[src/rtl/uart_baud_gen.sv]
// Baud tick generator: oversample, mid-bit and end-of-bit clock-enable pulses
// from an elaboration-time rate table; rate switches only land on bit boundaries.
`timescale 1ns/1ps
module uart_baud_gen #(
  parameter int unsigned CLK_HZ      = 50000000,
  parameter int unsigned OVERSAMPLE  = 16,
  parameter int unsigned NUM_RATES   = 8,
  parameter int unsigned RATE0       = 9600,
  parameter int unsigned RATE1       = 19200,
  parameter int unsigned RATE2       = 38400,
  parameter int unsigned RATE3       = 57600,
  parameter int unsigned RATE4       = 115200,
  parameter int unsigned RATE5       = 230400,
  parameter int unsigned RATE6       = 460800,
  parameter int unsigned RATE7       = 921600,
  parameter int unsigned DEFAULT_SEL = 0,
  parameter int unsigned CNT_W       = 16
) (
  input  logic       clk,
  input  logic       rst,
  input  logic       enable,
  input  logic [2:0] rate_sel,
  input  logic       rate_load,
  input  logic       resync,
  output logic [2:0] rate_cur,
  output logic       rate_ack,
  output logic       rate_err,
  output logic       pending,
  output logic       tick_os,
  output logic       tick_mid,
  output logic       tick_bit
);
  localparam int unsigned PH_W = $clog2(OVERSAMPLE);

  function automatic longint unsigned calc_div(input longint unsigned rate);
    longint unsigned den, d;
    den = rate * 64'(OVERSAMPLE);
    if (den == 64'd0) return 64'd1;
    d = (64'(CLK_HZ) + den / 64'd2) / den;
    return (d < 64'd1) ? 64'd1 : d;
  endfunction

  function automatic longint unsigned div_of(input int unsigned i);
    case (i)
      0:       return calc_div(64'(RATE0));
      1:       return calc_div(64'(RATE1));
      2:       return calc_div(64'(RATE2));
      3:       return calc_div(64'(RATE3));
      4:       return calc_div(64'(RATE4));
      5:       return calc_div(64'(RATE5));
      6:       return calc_div(64'(RATE6));
      default: return calc_div(64'(RATE7));
    endcase
  endfunction

  function automatic longint unsigned max_div();
    longint unsigned m;
    m = 64'd0;
    for (int unsigned i = 0; i < NUM_RATES; i++)
      if (div_of(i) > m) m = div_of(i);
    return m;
  endfunction

  localparam longint unsigned DIV_MAX = max_div();

  if (DIV_MAX > ((64'd1 << CNT_W) - 64'd1)) begin : g_chk_div
    $error("uart_baud_gen: divisor does not fit in CNT_W bits");
  end
  if (NUM_RATES < 1 || NUM_RATES > 8 || DEFAULT_SEL >= NUM_RATES) begin : g_chk_tab
    $error("uart_baud_gen: bad NUM_RATES / DEFAULT_SEL");
  end
  if (OVERSAMPLE < 4 || OVERSAMPLE > 16 || (OVERSAMPLE & (OVERSAMPLE - 1)) != 0) begin : g_chk_os
    $error("uart_baud_gen: OVERSAMPLE must be a power of two in 4..16");
  end

  localparam logic [7:0][CNT_W-1:0] DIV_TAB = {
    CNT_W'(div_of(7)), CNT_W'(div_of(6)), CNT_W'(div_of(5)), CNT_W'(div_of(4)),
    CNT_W'(div_of(3)), CNT_W'(div_of(2)), CNT_W'(div_of(1)), CNT_W'(div_of(0))};
  localparam logic [PH_W-1:0] PH_LAST = PH_W'(OVERSAMPLE - 1);
  localparam logic [PH_W-1:0] PH_MID  = PH_W'(OVERSAMPLE / 2 - 1);
  localparam logic [3:0]      NR      = 4'(NUM_RATES);
  localparam logic [2:0]      SEL_RST = 3'(DEFAULT_SEL);

  typedef enum logic {RUN, PEND} state_t;

  state_t           state_q, state_d;
  logic [2:0]       rate_cur_q, rate_cur_d, sel_pend_q, sel_pend_d;
  logic [CNT_W-1:0] div_cnt_q, div_cnt_d, div_cur;
  logic [PH_W-1:0]  ph_cnt_q, ph_cnt_d;
  logic             os_q, os_d, mid_q, mid_d, bit_q, bit_d;
  logic             ack_q, ack_d, err_q, err_d, bnd_q, bnd_d;
  logic             load_ok, due, apply, clr;

  assign div_cur = DIV_TAB[rate_cur_q];

  always_comb begin
    state_d    = state_q;
    rate_cur_d = rate_cur_q;
    sel_pend_d = sel_pend_q;
    div_cnt_d  = div_cnt_q;
    ph_cnt_d   = ph_cnt_q;
    os_d       = 1'b0;
    mid_d      = 1'b0;
    bit_d      = 1'b0;
    ack_d      = 1'b0;
    clr        = 1'b0;
    load_ok    = rate_load && ({1'b0, rate_sel} < NR);
    err_d      = rate_load && !load_ok;
    due        = enable && (div_cnt_q == div_cur - CNT_W'(1));
    // bnd_d marks a bit boundary even when resync swallows its tick_bit
    bnd_d      = due && (ph_cnt_q == PH_LAST);
    apply      = (state_q == PEND) && (bnd_q || !enable);

    if (due) begin
      div_cnt_d = '0;
      ph_cnt_d  = (ph_cnt_q == PH_LAST) ? '0 : ph_cnt_q + PH_W'(1);
      os_d      = 1'b1;
      mid_d     = (ph_cnt_q == PH_MID);
      bit_d     = bnd_d;
    end else if (enable) begin
      div_cnt_d = div_cnt_q + CNT_W'(1);
    end

    case (state_q)
      RUN: begin
        if (load_ok) begin
          if (!enable) begin
            rate_cur_d = rate_sel;
            ack_d      = 1'b1;
            clr        = 1'b1;
          end else begin
            state_d    = PEND;
            sel_pend_d = rate_sel;
          end
        end
      end
      PEND: begin
        if (apply) begin
          rate_cur_d = sel_pend_q;
          ack_d      = 1'b1;
          clr        = 1'b1;
          state_d    = RUN;
        end
        // a request landing on the apply cycle queues behind the applied one
        if (load_ok) begin
          sel_pend_d = rate_sel;
          state_d    = PEND;
        end
      end
      default: state_d = RUN;
    endcase

    if (clr || resync) begin
      div_cnt_d = '0;
      ph_cnt_d  = '0;
      os_d      = 1'b0;
      mid_d     = 1'b0;
      bit_d     = 1'b0;
    end
  end

  always_ff @(posedge clk or posedge rst) begin
    if (rst) begin
      state_q    <= RUN;
      rate_cur_q <= SEL_RST;
      sel_pend_q <= SEL_RST;
      div_cnt_q  <= '0;
      ph_cnt_q   <= '0;
      os_q       <= 1'b0;
      mid_q      <= 1'b0;
      bit_q      <= 1'b0;
      ack_q      <= 1'b0;
      err_q      <= 1'b0;
      bnd_q      <= 1'b0;
    end else begin
      state_q    <= state_d;
      rate_cur_q <= rate_cur_d;
      sel_pend_q <= sel_pend_d;
      div_cnt_q  <= div_cnt_d;
      ph_cnt_q   <= ph_cnt_d;
      os_q       <= os_d;
      mid_q      <= mid_d;
      bit_q      <= bit_d;
      ack_q      <= ack_d;
      err_q      <= err_d;
      bnd_q      <= bnd_d;
    end
  end

  assign rate_cur = rate_cur_q;
  assign rate_ack = ack_q;
  assign rate_err = err_q;
  assign pending  = (state_q == PEND);
  assign tick_os  = os_q;
  assign tick_mid = mid_q;
  assign tick_bit = bit_q;
endmodule

[config.mk]
export PLATFORM = sky130hd
export DESIGN_NAME = uart_baud_gen
export DESIGN_NICKNAME = d
export VERILOG_FILES = /design/src/rtl/uart_baud_gen.sv
export SDC_FILE = /design/constraint.sdc
export NUM_CORES = 1
export LEC_CHECK = 0
export ABC_AREA = 0
export CAP_MARGIN = 25
export CORE_ASPECT_RATIO = 1.2
export CORE_UTILIZATION = 46
export DETAILED_ROUTE_END_ITERATION = 10
export HOLD_SLACK_MARGIN = 0.03
export PLACE_DENSITY = 0.74
export SLEW_MARGIN = 30
export SYNTH_ARGS = -nofsm -noshare
export SYNTH_HDL_FRONTEND = slang
export SYNTH_SLANG_ARGS = --single-unit
export TNS_END_PERCENT = 5
[constraint.sdc]
create_clock -name clk -period 3.5 [get_ports clk]
set_input_delay 0.525 -clock clk [delete_from_list [all_inputs] [get_ports clk]]
set_output_delay 0.525 -clock clk [all_outputs]
set_load 0.01 [all_outputs]
Word-level counts from Yosys, hierarchy flattened
Memories as Yosys holds them, arrays and structs flattened.
Index checks and enable logic that the tools add are counted.
{"block": "totals", "rom_bits": 128, "elab_cells": 64, "ff_bits": 32, "output_inout_bits": 9, "memories": 1, "inputBits": 8}
{"name": "(no name shown)", "depth": 8, "width": 16, "rd": 1, "rd_ports_with_merged_regs": 0, "write_ports": 0, "line": "94", "text": "assign div_cur = DIV_TAB[rate_cur_q];"}
{"block": "classes", "order_cmp": 1, "addsub": 3, "reduce_logical": 10, "n_mux": 30, "bitwise_logic": 1, "eq_ne": 8}
{"operator": "16-bit two-way mux", "count": 4}
{"operator": "3-bit two-way mux", "count": 6}
{"operator": "16-bit by 1-bit adder with 16-bit output, second input constant", "count": 1}
{"operator": "16-bit == test", "count": 1}
{"operator": "16-bit by 1-bit subtractor with 16-bit output, second input constant", "count": 1}
{"operator": "1-bit two-way mux", "count": 13}
{"operator": "4-bit two-way mux", "count": 3}
{"operator": "3-bit one-hot mux with 2 select lines", "count": 2}
{"operator": "2-bit inequality test, second input constant", "count": 4}
{"operator": "3-bit AND reduction", "count": 2}
{"operator": "4-bit by 1-bit adder with 4-bit output, second input constant", "count": 1}
{"operator": "4-bit by 3-bit == test with 1-bit output, second input constant", "count": 1}
{"operator": "4-bit == test, second input constant", "count": 1}
{"operator": "3-bit by 4-bit less-than comparator with 1-bit output, second input constant", "count": 1}
{"operator": "1-bit one-hot mux with 2 select lines", "count": 2}
{"operator": "1-bit logical AND", "count": 3}
{"operator": "3-bit nonzero test", "count": 1}
{"operator": "1-bit logical OR", "count": 2}
{"operator": "2-bit by 1-bit inequality test with 1-bit output, second input constant", "count": 1}
{"operator": "2-bit nonzero test", "count": 1}
{"operator": "1-bit logical NOT", "count": 1}
{"operator": "1-bit NOT", "count": 1}

Depth between registers and ports, before layout
Gate-level depths: netlist of the first run.
{"block": "depth", "depth_word": 8, "depth_mapped": 15, "mapped_depth_nobuf": 11}

Least setup slack after synthesis of the first run
Ideal clock, no wire load.
{"block": "synth_path", "path_type": "reg-to-reg", "from": "reg rate_cur_q[1], in the netlist rate_cur[1]", "to": "reg div_cnt_q[2]", "synth_period_minus_slack_ns": 3.157, "arrival_ns": 3.021, "path_stages_with_launch": 16, "setup_time_ns": 0.136, "required_ns": 3.364, "n_path_buf": 4, "path_slack_ns": 0.343, "cell_sequence": "dfrtp_1 buf_4 inv_1 ha_1 buf_2 nand2b_1 and2_1 ha_1 buf_4 xnor3_1 a211o_1 and2_1 nor3b_2 and3_1 buf_2 nor3_1"}
{"block": "synth_via", "elab_chain_len": 7, "elab_cells_between_ends": 8, "cone_classes": "add/sub: 1; eq/ne: 1; mux: 3; reduce/logical: 2; memory: 1"}
{"element": "from (decl)", "line": "87", "text": "logic [2:0] rate_cur_q, rate_cur_d, sel_pend_q, sel_pend_d;"}
{"element": "from (signal assigned)", "line": "177", "text": "rate_cur_q <= rate_cur_d;"}
{"element": "memory read 8 x 16 bit (*)"}
{"element": "16-bit two-way mux (not written as such) (*)", "line": "94"}
{"element": "16-bit by 1-bit subtractor with 16-bit output (*)", "line": "109", "text": "due = enable && (div_cnt_q == div_cur - CNT_W'(1));"}
{"element": "16-bit == test (*)", "line": "109"}
{"element": "1-bit logical AND (*)", "line": "109"}
{"element": "16-bit two-way mux", "line": "114", "text": "if (due) begin"}
{"element": "16-bit two-way mux", "line": "153", "text": "if (clr || resync) begin"}
{"element": "to (signal assigned)", "line": "179", "text": "div_cnt_q <= div_cnt_d;"}
{"element": "to (decl)", "line": "88", "text": "logic [CNT_W-1:0] div_cnt_q, div_cnt_d, div_cur;"}
Every way passes the cells marked *; elsewhere a longest branch is shown, timed or not. The select of a mux whose other input is x is not followed.
A chain may end at the register's enable or synchronous reset.

Worst setup path in the final report of the first run
{"block": "layout_path", "from": "reg rate_cur_q[0], in the netlist rate_cur[0]", "to": "reg div_cnt_q[10]"}
Same word-level chain as after synthesis.

==> results of run 1 <==
-- worst register-to-register path: cells and delay by family (launching register included) --
family          cells  cell delay [ns]
compound gates      1             0.29
fa+ha+maj           2             0.56
flops               1             0.42
buf+inv             2             0.36
simple gates        6             1.09
xor+xnor            1             0.35
-- stage by stage --
stage                     total power (W)  worst slack, ns  std cells  cell area (sq um)
after CTS                         0.00107            0.199        301               2380
after global placement           0.000717            0.344        293               2280
after detailed placement         0.000724            0.221        293               2280
after floorplan                  0.000638            0.343        228               2070
after global routing              0.00113           0.0767        301               2390
final                             0.00106            0.275        301               2390
-- power by group --
part | switching (W) | internal [W]
Sequential | 0.0000208 | 0.000386
Clock | 0.000129 | 0.000211
Combinational | 0.000170 | 0.000144
Total | 0.000319 | 0.000741
-- per-layer routing --
layer,GRT usage,part of all wire
met1,0.259,0.45
met2,0.351,0.51
met3,0.0434,0.032
met4,0.0934,0.0047
met5,0,0
-- cell usage after synthesis, drive strengths merged (3+ instances only) --
| library cell | instances | area, sq um |
|---|---|---|
| or4 | 3 | 22.5 |
| nor3 | 16 | 80.1 |
| o31ai | 4 | 30.0 |
| nand4 | 9 | 56.3 |
| nand2 | 20 | 75.1 |
| xnor2 | 9 | 78.8 |
| a21oi | 9 | 45.0 |
| clkbuf | 5 | 18.8 |
| inv | 12 | 45.0 |
| o21ai | 5 | 25.0 |
| mux2i | 3 | 30.0 |
| nand3 | 6 | 30.0 |
| buf | 9 | 58.8 |
| ha | 6 | 75.1 |
| and2 | 3 | 18.8 |
| mux2 | 3 | 33.8 |
| xor2 | 7 | 61.3 |
| and3 | 5 | 31.3 |
| nor2b | 3 | 18.8 |
| nand2b | 11 | 68.8 |
| nor2 | 11 | 41.3 |
| nor4 | 5 | 31.3 |
| dfrtp | 32 | 801 |
-- cell type report --
class | instances | area share
Multi-Input combinational cell | 170 | 0.483
Sequential cell | 32 | 0.336
Timing Repair Buffer | 23 | 0.0881
Clock buffer | 6 | 0.0304
Tap cell | 56 | 0.0294
Inverter | 12 | 0.0189
Clock inverter | 2 | 0.0147
-- cell families after synthesis --
family	after synthesis	synth area share
AO/OA/AOI/OAI	33	0.113
XOR/XNOR	17	0.0785
adder cells (fa/ha/maj)	6	0.0362
buffers and inverters	26	0.0591
flip-flops	32	0.386
multiplexers	6	0.0308
other	1	0.00181
AND/OR/NAND/NOR	107	0.294
-- repair_timing --
action | CTS | global route
endpoints found under the setup margin | 0 | 6
resized for setup | 0 | 1
buffers inserted | 0 | 0
-- state kept, by name, indices dropped and copies added (netlist names) --
name / count
pending: 1
rate_ack: 1
sel_pend_q: 3
div_cnt_q: 16
bnd_q: 1
ph_cnt_q: 4
tick_os: 1
tick_mid: 1
tick_bit: 1
rate_cur: 3
-- final timing paths --
check / end / depth (start not counted) / slack, ns
max: div_cnt_q[10] / 12 / 0.27
max in group asynchronous: div_cnt_q[5] / 3 / 2.23
min: sel_pend_q[2] / 1 / 0.51
max reg2reg: div_cnt_q[10] / 12 / 0.27
min in group asynchronous: div_cnt_q[8] / 2 / 0.62
min reg2reg: sel_pend_q[2] / 1 / 0.51
==> metrics.cfg, run 1 <==
[worst_setup_path]
path_class=reg2reg
arrival_ns=3.36
path_buf_inv=2
required_ns=3.64
crit_path_end_kind=flop
cp_slowest_cell=dfrtp_1
path_max_fanout=11
cp-startpoint=rate_cur[0]
start_kind=flop
slowest_delay_ns=0.42
cp_common_cell=and2_1
path_cells=inv_1 > ha_1 > nand2b_1 > and2_1 > ha_2 > xnor3_1 > a211o_1 > and2_1 > nor3b_2 > and3_1 > buf_4 > nor3_1
crit_family=simple AND/OR/NAND/NOR gates
regToRegStartpoint=rate_cur[0]

[synthesis]
synth_edf_count=0
synth_area_sq_mm=0.00207
ys_ff_latch=32
synth_nets=242
ys_seq_area_frac=0.386
ys.flop_type=dfrtp_1
synth.distinct_cells=55
syn_area_per_cell_sq_um=9.09
synth_warnings=0
netlist_instances=228
async_reset_ff_frac=1.00

[global_routing]
grt_overflow=0
antenna_found_initial=0
grt_pass1_vias=1659
track_usage=0.208
grt_max_degree=18
grt_pass1_wl_microns=7670

[clocking]
cts_buffers=5
holdBufCountCts=0
path_clk_slew_ns=0.07
cts.sinks=32
root_buffer=clkbuf_8
insertion_delay_ns=0.28
h-tree-depth=2
cts_tree=built
cts.path.max_buffers=2

[place]
place_hpwl_microns=3320
gp_congestion=0.970
io_buffers=15

[sta]
setup_viol=0
slew_violations=0
hold_violations=0
fin_skew_ns=0.00588
fin_tns_setup_ns=0
fmax_mhz=310
slew_headroom=0.568
rsz0062_at_grt=false
period_share=0.921
tightest_slew_ns=0.642
min_period_ns=3.23
whs_ns=0.509

[final_layout]
final-seq-area_sq_um=801
multiInputGateArea_sq_mm=0.00115
syn_to_final_growth_pct=15.1
n_fill_cell=391
postLayoutCoreUtil=0.556
final_common_cell=dfrtp_1
final_cell_mix=32 x dfrtp_1, 20 x nand2_1, 16 x nor3_1
antenna_cells=0
nets=258
layout-drive-gt1-share=0.0898

[routing]
viasPerCell=5.69
drc=0
routed_wl_microns=4440
ant_nets=0
routedWlPerCell_microns=14.7
vias=1712
first_pass_iters=4
drt_iter0_markers=77

[power]
leakage_nw=0.998
power.density_mw_per_mm2=444
ir_drop_mv=0.192

[min_path]
hold_path_class=reg2reg
hp-start=sel_pend_q[2]

[floorplan]
rows=26
die_w_microns=63.3
fp.coreArea_sq_mm=0.00429
io_pins=17
dieArea_sq_mm=0.00478
start_util=0.483
die_height_microns=75.5

[outcome]
status=finished clean

[flow_run]
drv_cap=0

Note: power is estimated with default switching activity, not from simulation.
==> run 2: changes to the inputs <==
- CORE_MARGIN: not set -> 3
==> metrics.cfg, run 2 (same netlist as run 1, synthesis figures left out) <==
[floorplan]
die_w_microns=67.3  ; was 63.3 microns
dieArea_sq_mm=0.00535  ; was 0.00478 sq mm
io_pins=17  ; unchanged
die_height_microns=79.5  ; was 75.5 microns
start_util=0.483  ; unchanged
rows=26  ; unchanged
fp.coreArea_sq_mm=0.00429  ; unchanged

[worst_setup_path]
cp_slowest_cell=or4_1  ; was dfrtp_1
r2r_cells=12  ; unchanged
crit_path_end_kind=flop  ; unchanged
cp_common_cell=ha_1  ; was and2_1
path_class=reg2reg  ; unchanged
rrSetupSlack_ns=0.34  ; was 0.27 ns
arrival_ns=3.35  ; was 3.36 ns
regToRegStartpoint=rate_cur[0]  ; unchanged
path_max_fanout=20  ; was 11
slowest_delay_ns=0.51  ; was 0.42 ns
rr_endpoint=div_cnt_q[1]  ; was div_cnt_q[10]
path_cells=inv_1 > ha_1 > nand2b_1 > and2_1 > ha_1 > nand2_1 > or4_1 > and4b_1 > nor3b_2 > and3_1 > buf_4 > o31ai_1  ; was inv_1 > ha_1 > nand2b_1 > and2_1 > ha_2 > xnor3_1 > a211o_1 > and2_1 > nor3b_2 > and3_1 > buf_4 > nor3_1
required_ns=3.69  ; was 3.64 ns
start_kind=flop  ; unchanged

[routing]
drc=0  ; unchanged
routedWlPerCell_microns=14.6  ; was 14.7 microns
viasPerCell=5.64  ; was 5.69
vias=1704  ; was 1712
drt_iter0_markers=110  ; was 77
ant_nets=0  ; unchanged
routed_wl_microns=4400  ; was 4440 microns
first_pass_iters=4  ; unchanged

[sta]
slew_headroom=0.561  ; was 0.568
min_period_ns=3.16  ; was 3.23 ns
rsz0062_at_grt=false  ; unchanged
hold_violations=0  ; unchanged
fin_tns_setup_ns=0  ; unchanged
fin_skew_ns=0.00347  ; was 0.00588 ns
fmax_mhz=317  ; was 310 MHz
setup_viol=0  ; unchanged
setup_slack_ns=0.342  ; was 0.275 ns
tightest_slew_ns=0.652  ; was 0.642 ns
slew_violations=0  ; unchanged
period_share=0.902  ; was 0.921

[min_path]
min_path_cells=1  ; unchanged
worstHoldEndpoint=sel_pend_q[2]  ; unchanged
hold_path_class=reg2reg  ; unchanged
hp-start=sel_pend_q[2]  ; unchanged

[final_layout]
nets=259  ; was 258
postLayoutCoreUtil=0.553  ; was 0.556
antenna_cells=0  ; unchanged
largest_reg_flops=16  ; unchanged
final_common_cell=dfrtp_1  ; unchanged
layout.cells.non_filler=302  ; was 301
regMostFlops=div_cnt_q  ; unchanged
top_regs=div_cnt_q: 16 flops, ph_cnt_q: 4 flops  ; unchanged
final_cell_mix=32 x dfrtp_1, 20 x nand2_1, 16 x nor3_1  ; unchanged
syn_to_final_growth_pct=14.5  ; was 15.1%
layout-drive-gt1-share=0.0854  ; was 0.0898

[clocking]
holdBufCountCts=0  ; unchanged
cts.repair.resized=0  ; unchanged
insertion_delay_ns=0.28  ; about the same
post_cts_buffers=0  ; unchanged
h-tree-depth=2  ; unchanged
cts.path.max_buffers=2  ; unchanged
cts_tree=built  ; unchanged
cts_buffers=5  ; unchanged
cts.sinks=32  ; unchanged
root_buffer=clkbuf_8  ; unchanged
path_clk_slew_ns=0.06  ; was 0.07 ns

[power]
ir_drop_mv=0.205  ; was 0.192 mV
leakage_nw=0.995  ; was 0.998 nW
power_w=0.00101  ; was 0.00106 W
power.density_mw_per_mm2=425  ; was 444 mW/mm^2

[global_routing]
grt_max_degree=33  ; was 18
track_usage=0.192  ; was 0.208
grt_pass1_wl_microns=7650  ; was 7670 microns
grt_pass1_vias=1655  ; was 1659
antenna_found_initial=0  ; unchanged
grt_overflow=0  ; unchanged

[place]
dpl.cell_count=294  ; was 293
place_ws_ns=0.367  ; was 0.221 ns
io_buffers=15  ; unchanged
gp_congestion=0.857  ; was 0.970
place_hpwl_microns=3330  ; was 3320 microns

[outcome]
status=finished clean  ; unchanged

[flow_run]
drv_cap=0  ; unchanged

-- run 2: through the flow --
stage                     cell area (sq um)  hold WS, ns
after CTS                              2370        0.513
final                                  2370        0.515
after global routing                   2370        0.531
after global placement                 2280        0.486
after floorplan                        2070        0.479
after detailed placement               2280        0.499
-- run 2: final cells by class --
| class | instances | area, sq um |
|---|---|---|
| clock buffer | 8 | 90.1 |
| sequential | 32 | 801 |
| multi-input combinational | 170 | 1150 |
| tap | 56 | 70.1 |
| timing repair buffer | 24 | 218 |
| inverter | 12 | 45.0 |
| fill | 404 | 1920 |
-- run 2: worst max-delay path by stage --
stage / from / to / cells past startpoint
after floorplan: rate_cur[1] / div_cnt_q[2] / 15
after global placement: rate_cur[0] / tick_mid / 12
after detailed placement: rate_cur[0] / div_cnt_q[1] / 12
after CTS: rate_cur[0] / div_cnt_q[1] / 12
after global routing: rate_cur[0] / div_cnt_q[1] / 12
final: rate_cur[0] / div_cnt_q[1] / 12
-- run 2: per-layer routing --
| metal | track usage | vias up | routed length (microns) |
|---|---|---|---|
| met5 | 0 | - | 0 |
| met4 | 0.101 | 0 | 140 |
| met2 | 0.304 | 26 | 2220 |
| li1 | - | 853 | - |
| met3 | 0.0479 | 11 | 122 |
| met1 | 0.237 | 814 | 1920 |
-- run 2: critical path, delay by kind of cell (launching register included) --
family | cells | cell delay, ns
AO/OA/AOI/OAI | 1 | 0.24
adder cells (fa/ha/maj) | 2 | 0.62
buffers and inverters | 2 | 0.31
flip-flops | 1 | 0.43
AND/OR/NAND/NOR | 7 | 1.46
-- run 2: report_power, final --
part           switching, W  total [W]  internal, W
registers         0.0000215   0.000408     0.000386
clock network      0.000129   0.000289     0.000160
logic              0.000169   0.000312     0.000144
==> run 3: changes to the inputs <==
- CAP_MARGIN: 25 -> not set
- clock period: 3.5 -> 4 ns (I/O delays scaled with it)
==> metrics.cfg, run 3 (same netlist as run 1, synthesis figures left out) <==
[routing]
wl_met1_microns=1910  ; was 1920 microns
wl_met2_microns=2180  ; was 2220 microns
ant_nets=0  ; unchanged
viasPerCell=5.69  ; was 5.64
drc=0  ; unchanged
routedWlPerCell_microns=14.5  ; was 14.6 microns
vias=1680  ; was 1704
highest_layer=met4  ; unchanged
routed_wl_microns=4290  ; was 4400 microns
first_pass_iters=4  ; unchanged
drt_iter0_markers=106  ; was 110
wl_met3_microns=135  ; was 122 microns

[sta]
fin_tns_setup_ns=0  ; unchanged
fmax_mhz=291  ; was 317 MHz
period_share=0.859  ; was 0.902
hold_violations=0  ; unchanged
tightest_slew_ns=0.655  ; was 0.652 ns
slew_headroom=0.559  ; was 0.561
rsz0062_at_grt=false  ; unchanged
setup_viol=0  ; unchanged
fin_skew_ns=0.00251  ; was 0.00347 ns
min_period_ns=3.43  ; was 3.16 ns
slew_violations=0  ; unchanged

[clocking]
h-tree-depth=2  ; unchanged
path_clk_slew_ns=0.06  ; about the same
holdBufCountCts=0  ; unchanged
cts.sinks=32  ; unchanged
cts_buffers=5  ; unchanged
root_buffer=clkbuf_8  ; unchanged
insertion_delay_ns=0.28  ; about the same
post_cts_buffers=0  ; unchanged
cts_tree=built  ; unchanged
cts.path.max_buffers=2  ; unchanged
cts.repair.resized=0  ; unchanged

[worst_setup_path]
path_max_fanout=20  ; unchanged
required_ns=4.22  ; was 3.69 ns
crit_path_end_kind=flop  ; unchanged
start_kind=flop  ; unchanged
path_class=reg2reg  ; unchanged
arrival_ns=3.65  ; was 3.35 ns

[min_path]
hold_path_class=reg2reg  ; unchanged

[floorplan]
die_height_microns=79.5  ; unchanged
rows=26  ; unchanged
die_w_microns=67.3  ; unchanged
start_util=0.483  ; unchanged
dieArea_sq_mm=0.00535  ; unchanged
fp.coreArea_sq_mm=0.00429  ; unchanged
io_pins=17  ; unchanged

[final_layout]
design_area_sq_mm=0.00233  ; was 0.00237 sq mm
antenna_cells=0  ; unchanged
nets=253  ; was 259
final_common_cell=dfrtp_1  ; unchanged
syn_to_final_growth_pct=12.6  ; was 14.5%
largest_reg_flops=16  ; unchanged
top_regs=div_cnt_q: 16 flops, ph_cnt_q: 4 flops  ; unchanged
layout-drive-gt1-share=0.0669  ; was 0.0854
n_fill_cell=408  ; was 404
final_cell_mix=32 x dfrtp_1, 20 x nand2_1, 16 x nor3_1  ; unchanged
regMostFlops=div_cnt_q  ; unchanged

[place]
gp_congestion=0.804  ; was 0.857
place_hpwl_microns=3210  ; was 3330 microns
io_buffers=15  ; unchanged
place_area_sq_mm=0.00224  ; was 0.00228 sq mm

[flow_run]
drv_cap=0  ; unchanged

[power]
power.density_mw_per_mm2=375  ; was 425 mW/mm^2
leakage_nw=0.970  ; was 0.995 nW
ir_drop_mv=0.185  ; was 0.205 mV

[global_routing]
track_usage=0.180  ; was 0.192
antenna_found_initial=0  ; unchanged
grt_pass1_vias=1634  ; was 1655
grt_overflow=0  ; unchanged
grt_max_degree=33  ; unchanged
grt_pass1_wl_microns=7300  ; was 7650 microns

[outcome]
status=finished clean  ; unchanged

## run 3: area by class of cell
cell class | count | area [sq um] | area share
clock buffers | 7 | 96.3 | 0.0413
inverters | 12 | 45.0 | 0.0193
multi-input cells | 170 | 1150 | 0.492
flip-flops and latches | 32 | 801 | 0.343
well taps | 56 | 70.1 | 0.0300
repair buffers | 18 | 173 | 0.0740
## run 3: stage by stage
stage | hold slack, ns | utilization | cells | setup WS [ns] | total power, W
4_1_cts | 0.518 | 0.544 | 295 | 0.552 | 0.000885
5_1_grt | 0.527 | 0.544 | 295 | 0.321 | 0.000927
3_3_place_gp | 0.487 | 0.521 | 288 | 0.662 | 0.000615
2_1_floorplan | 0.479 | - | 228 | 0.843 | 0.000558
3_5_place_dp | 0.506 | 0.521 | 288 | 0.580 | 0.000620
6_report | 0.522 | 0.544 | 295 | 0.565 | 0.000876
## run 3: per-layer routing
layer | vias up | global-route usage
met5 | - | 0
met4 | 0 | 0.0568
met3 | 5 | 0.0352
met2 | 29 | 0.306
met1 | 810 | 0.226
li1 | 836 | -
## run 3: where the power goes
part	internal, W	total (W)	switching, W
Clock	0.000153	0.000261	0.000109
Sequential	0.000338	0.000365	0.0000273
Combinational	0.000114	0.000249	0.000135
Total	0.000605	0.000876	0.000271
## run 3: final timing paths
path	start	endpoint	slack (ns)	depth (start not counted)
min in group asynchronous	rst	pending	0.70	3
worst min register to register	sel_pend_q[1]	sel_pend_q[1]	0.52	1
worst min-delay path	sel_pend_q[1]	sel_pend_q[1]	0.52	1
worst max-delay path	rate_cur[1]	tick_mid	0.57	12
worst max register to register	rate_cur[1]	tick_mid	0.57	12
max in group asynchronous	rst	div_cnt_q[2]	3.00	3
## run 3: worst max-delay path, cell delays in order, from the launching register on
cell and delay (ns):
dfrtp_1 0.52, inv_1 0.13, ha_1 0.48, nand2b_1 0.12
and2_1 0.17, ha_1 0.28, xnor3_1 0.39, a211o_1 0.29
and2_1 0.18, nor3b_2 0.18, and3_1 0.18, buf_4 0.24
and4bb_1 0.21
